File: src/rtl/acc_cpu_param.sv
// Parametrised accumulator CPU: fetch/decode/indirect/execute FSM over a
// single-port memory with ready handshake, carry flag and HALT.
module acc_cpu_param #(
  parameter int unsigned DATA_W = 8,
  parameter int unsigned ADDR_W = 4
) (
  input  logic              clk,
  input  logic              clr_n,
  output logic [ADDR_W-1:0] mem_addr,
  output logic              mem_rd,
  output logic              mem_wr,
  output logic [DATA_W-1:0] mem_wdata,
  input  logic [DATA_W-1:0] mem_rdata,
  input  logic              mem_ready,
  output logic              halted,
  output logic [DATA_W-1:0] ac_o,
  output logic              carry_o
);

  localparam int unsigned OP_W = 3;
  localparam logic [OP_W-1:0] OP_ADD    = 3'b000;
  localparam logic [OP_W-1:0] OP_ASHL   = 3'b001;
  localparam logic [OP_W-1:0] OP_XNOR   = 3'b010;
  localparam logic [OP_W-1:0] OP_DIV2   = 3'b011;
  localparam logic [OP_W-1:0] OP_LOAD   = 3'b100;
  localparam logic [OP_W-1:0] OP_STORE  = 3'b101;
  localparam logic [OP_W-1:0] OP_COMP2S = 3'b110;
  localparam logic [OP_W-1:0] OP_HALT   = 3'b111;

  typedef enum logic [2:0] {
    S_FETCH  = 3'd0,
    S_DECODE = 3'd1,
    S_INDIR  = 3'd2,
    S_OPRD   = 3'd3,
    S_EXEC   = 3'd4,
    S_STORE  = 3'd5,
    S_HALT   = 3'd6
  } state_e;

  state_e            state_q, state_d;
  logic [ADDR_W-1:0] pc_q, pc_d;
  logic [ADDR_W-1:0] ar_q, ar_d;
  logic [DATA_W-1:0] ir_q, ir_d;
  logic [DATA_W-1:0] dr_q, dr_d;
  logic [DATA_W-1:0] ac_q, ac_d;
  logic              c_q, c_d;
  logic              rd_q, rd_d;
  logic              wr_q, wr_d;
  logic [ADDR_W-1:0] addr_q, addr_d;
  logic              halted_q, halted_d;

  logic [OP_W-1:0]   op;
  logic              ind;
  logic [DATA_W:0]   sum;
  logic              unused_ir;

  assign op        = ir_q[DATA_W-2 -: OP_W];
  assign ind       = ir_q[DATA_W-1];
  assign sum       = {1'b0, ac_q} + {1'b0, dr_q};
  assign unused_ir = ^ir_q;

  // State and datapath registers; bus outputs are registered from next state
  always_ff @(posedge clk) begin
    if (!clr_n) begin
      state_q  <= S_FETCH;
      pc_q     <= '0;
      ar_q     <= '0;
      ir_q     <= '0;
      dr_q     <= '0;
      ac_q     <= '0;
      c_q      <= 1'b0;
      rd_q     <= 1'b1;
      wr_q     <= 1'b0;
      addr_q   <= '0;
      halted_q <= 1'b0;
    end else begin
      state_q  <= state_d;
      pc_q     <= pc_d;
      ar_q     <= ar_d;
      ir_q     <= ir_d;
      dr_q     <= dr_d;
      ac_q     <= ac_d;
      c_q      <= c_d;
      rd_q     <= rd_d;
      wr_q     <= wr_d;
      addr_q   <= addr_d;
      halted_q <= halted_d;
    end
  end

  // Next-state, datapath update and Moore bus decode of the next state
  always_comb begin
    state_d = state_q;
    pc_d    = pc_q;
    ar_d    = ar_q;
    ir_d    = ir_q;
    dr_d    = dr_q;
    ac_d    = ac_q;
    c_d     = c_q;

    case (state_q)
      S_FETCH: begin
        if (mem_ready) begin
          ir_d    = mem_rdata;
          pc_d    = pc_q + ADDR_W'(1);
          state_d = S_DECODE;
        end
      end
      S_DECODE: begin
        ar_d = ir_q[ADDR_W-1:0];
        if (op == OP_HALT)       state_d = S_HALT;
        else if (ind)            state_d = S_INDIR;
        else if (op == OP_STORE) state_d = S_STORE;
        else                     state_d = S_OPRD;
      end
      S_INDIR: begin
        if (mem_ready) begin
          ar_d    = mem_rdata[ADDR_W-1:0];
          state_d = (op == OP_STORE) ? S_STORE : S_OPRD;
        end
      end
      S_OPRD: begin
        if (mem_ready) begin
          dr_d    = mem_rdata;
          state_d = S_EXEC;
        end
      end
      S_EXEC: begin
        case (op)
          OP_ADD: begin
            ac_d = sum[DATA_W-1:0];
            c_d  = sum[DATA_W];
          end
          OP_ASHL: begin
            ac_d = {dr_q[DATA_W-2:0], 1'b0};
            c_d  = dr_q[DATA_W-1];
          end
          OP_XNOR:   ac_d = ~(ac_q ^ dr_q);
          OP_DIV2:   ac_d = {dr_q[DATA_W-1], dr_q[DATA_W-1:1]};
          OP_LOAD:   ac_d = dr_q;
          OP_COMP2S: ac_d = ~dr_q + DATA_W'(1);
          default:   ac_d = ac_q;
        endcase
        state_d = S_FETCH;
      end
      S_STORE: begin
        if (mem_ready) state_d = S_FETCH;
      end
      S_HALT:  state_d = S_HALT;
      default: state_d = S_FETCH;
    endcase

    rd_d     = (state_d == S_FETCH) || (state_d == S_INDIR) || (state_d == S_OPRD);
    wr_d     = (state_d == S_STORE);
    addr_d   = (state_d == S_FETCH) ? pc_d : ar_d;
    halted_d = (state_d == S_HALT);
  end

  assign mem_addr  = addr_q;
  assign mem_rd    = rd_q;
  assign mem_wr    = wr_q;
  assign mem_wdata = ac_q;
  assign halted    = halted_q;
  assign ac_o      = ac_q;
  assign carry_o   = c_q;

endmodule

File: config.mk
export PLATFORM = sky130hd
export DESIGN_NAME = acc_cpu_param
export DESIGN_NICKNAME = d
export VERILOG_FILES = /design/src/rtl/acc_cpu_param.sv
export SDC_FILE = /design/constraint.sdc
export NUM_CORES = 1
export LEC_CHECK = 0
export BUFFER_PORTS_ARGS = -buffer_cell sky130_fd_sc_hd__buf_2
export CAP_MARGIN = 10
export CORE_UTILIZATION = 64
export CTS_BUF_LIST = sky130_fd_sc_hd__clkbuf_8
export DETAILED_ROUTE_END_ITERATION = 8
export PLACE_DENSITY = 0.92
export SLEW_MARGIN = 20
export SYNTH_ARGS = -nofsm -noshare
export SYNTH_HDL_FRONTEND = slang
export SYNTH_SLANG_ARGS = --single-unit
File: constraint.sdc
create_clock -name clk -period 3.9 [get_ports clk]
set_input_delay 0.585 -clock clk [delete_from_list [all_inputs] [get_ports clk]]
set_output_delay 0.585 -clock clk [all_outputs]
set_load 0.01 [all_outputs]
==> summary.md <==
| Metric | Value |
|---|---|
| Power per cell area | `~360 nW/um2` |
| Initial antenna violation count | `0` |
| RePlAce Congestion | `around 0.91` |
| Synthesized area | `~2600 um2` |
| Mean Syn Cell Area | `about 7.9 um2` |
| Area taken by multi-input logic gates | `1550 um2` |
| CP arrival | `around 2.7 ns` |
| Reg2reg start | `ir_q[6]` |
| Proportion of layout cells with a drive suffix above 1 | `0.157` |
| Core area | `around 3800 um2` |
| Number of flops mapped to enable cells by yosys | `0` |
| Max_slew headroom | `0.380` |
| Die Span Y | `between 60 and 70 um` |
| Slew Limit Fails | `0` |
| CTS root buffer | `clkbuf_8` |
| DRC | `0` |
| Clk_lat worst skew | `0.31 ns` |
| Max_cap viols | `0` |
| Placed cell count | `between 300 and 400` |
| Post-CTS Resized | `0` |
| CTS tree | `yes` |
| IO buf count | `34` |
| FF+latch count, synth | `43` |
| Most used routing layer | `met2` |
| Clock skew | `between 0.01 and 0.015 ns` |
| M3 GR Usage | `0.0712` |
| ANT cells | `0` |
| Total global-route track usage | `0.308` |
| Clk slew on worst S/H paths | `0.09 ns` |
| Global-route track usage on met1 | `0.423` |
| Yosys cell types | `55` |
| ANT nets after route | `0` |
| Fill count | `278` |
| FMAX | `between 300 and 400 MHz` |
| Largest net degree at the start of global routing | `30` |
| Global routing usage on met2 | `0.469` |
| Cts hold-fix bufs | `0` |
| Ys Warns | `0` |
| Number of H-tree levels | `2` |
| CTS sink cnt | `between 40 and 50` |
| Overall Power | `between 0.001 and 0.0015 W` |
| DRT iter0 DRCs | `between 200 and 250` |
| CP Launch Point | `ir_q[6]` |
| CP startpoint kind | `register` |
| DR pass1 iterations | `5` |
| Status | `finished clean` |
| Final std cells w/o fill | `just under 400` |
| Vias per cell | `approximately 6.3` |
| Starting density of the core | `0.687` |
| Grt ovf | `0` |
| Crit-path max FO | `28` |
| CP required | `4.09 ns` |
| First-pass GRT wire length | `10200 um` |
| Kind of end point of the critical path | `register` |
| Hold Crit Class | `register to register` |
| # rows | `22` |
| Min-delay src | `ir_q[3]` |
| Setup Viol. Count Final | `0` |
| # Post-CTS Setup Buffers | `0` |
| Fin. Hold Viols | `0` |
| I/O pin cnt | `35` |
| Final wirelength | `roughly 6200 um` |
| Register area share after synthesis | `0.332` |
| Synth-to-Final Area Change | `8.16%` |
| Crit Path Class | `register to register` |
| Worst slew pin tran | `around 0.93 ns` |
| Nets | `~360` |
| Setup WS post-layout | `around 1.4 ns` |
| Worst vdd ir | `between 0.3 and 0.4 mV` |
| Most used flip-flop cell after synthesis | `dfxtp_1` |
| Total die area | `between 4000 and 5000 um2` |
| Crit share post-route | `0.643` |
| Pre-CTS WS | `1.42 ns` |
| Die width | `65.6 um` |
| Asr flop ratio synth | `0` |
| CTS Buf Count | `5` |
| Synth Instances | `roughly 330` |
| Number of global-route vias before repair | `roughly 2.2k` |
| DP HPWL | `~4300 um` |
| Lkg Pwr | `between 1 and 1.5 nW` |
| Setup TNS | `0 ns` |
| Synth Net Count | `between 300 and 400` |
| RSZ-0062 raised after global routing | `no` |
| Register Area | `861 um2` |
| DR WL/cell | `15.9 um` |
| Via count of the routed design | `approximately 2.5k` |
| Tmin final | `around 2.5 ns` |
| Max clock buf depth | `2` |
==> power by group <==
group | switching, W | total (W) | leakage (nW) | internal [W]
clock network | 0.000164 | 0.000355 | 0.0581 | 0.000191
logic | 0.0000916 | 0.000157 | 0.796 | 0.0000658
registers | 0.0000348 | 0.000494 | 0.349 | 0.000459
==> registers in the layout (all words and copies together), names as in the netlist <==
signal,cells
ac_o,8
mem_rd,1
halted,1
mem_wr,1
ir_q,8
ar_q,4
mem_addr,4
dr_q,8
carry_o,1
pc_q,4
state_q,3
==> cells in the mapped netlist (all sizes together) (6+ instances only) <==
master	instances	area share
inv	13	0.019
o21ai	13	0.025
dfxtp	43	0.33
ha	10	0.048
xnor2	6	0.020
buf	17	0.041
nand2	48	0.069
nor2	22	0.032
clkbuf	11	0.016
a31oi	7	0.017
o211ai	6	0.017
nor2b	7	0.017
a21oi	40	0.077
==> routing by layer <==
layer | part of all wire | routed length, um
met4 | 0.011 | 69
met2 | 0.47 | 2910
met3 | 0.077 | 481
met5 | 0 | 0
met1 | 0.44 | 2740
==> cell type report <==
class,count,area share
Clock buffer,5,0.0245
Clock inverter,3,0.0156
Inverter,13,0.0174
Multi-Input combinational cell,245,0.553
Sequential cell,43,0.307
Tap cell,48,0.0214
Timing Repair Buffer,34,0.0607
==> cell families (layout without fill, tap and decap cells) <==
group           Yosys count  in the layout  synth area share
buf+inv                  41             55            0.0753
simple gates            114            114             0.220
flops                    43             43             0.332
xor+xnor                 10             10            0.0338
mux                       8              8            0.0333
fa+ha+maj                11             11            0.0560
compound gates          102            102             0.250
==> cells in the final DEF (no fill, tap or decap), types with 4 or more instances in the layout <==
cell type,n
nand2_1,48
dfxtp_1,43
a21oi_1,40
buf_2,34
nor2_1,22
inv_1,13
o21ai_0,13
ha_1,10
nor2b_1,7
a31oi_1,7
o211ai_1,6
xnor2_1,6
a22oi_1,5
nand3_1,5
mux2_2,5
clkbuf_8,5
xor2_1,4
a2bb2oi_1,4
nor3b_1,4
or3_1,4
nand2b_1,4
o31ai_1,4
==> path summary, 6_finish.rpt <==
kind | slack [ns] | cells after the start | endpoint
worst max-delay path | 1.39 | 5 | mem_addr[1]
worst min-delay path | 0.46 | 2 | ir_q[3]
worst max register to register | 1.39 | 5 | mem_addr[1]
worst min register to register | 0.46 | 2 | ir_q[3]
==> worst max-delay path, cell delays in order, from the launching register on <==
cell and delay, ns:
dfxtp_1 0.89, nand2_1 0.22, o311a_1 0.37, o31ai_1 0.44, nor3_2 0.17, mux2_2 0.31
==> through the flow <==
step           hold WS [ns]   util  cell area, um2
6_report              0.462  0.744            2800
3_3_place_gp          0.444  0.711            2680
5_1_grt               0.492  0.744            2800
4_1_cts               0.468  0.741            2800
2_1_floorplan         0.436      -            2590
3_5_place_dp          0.456  0.711            2680
Note: power is estimated with default switching activity, not from simulation.
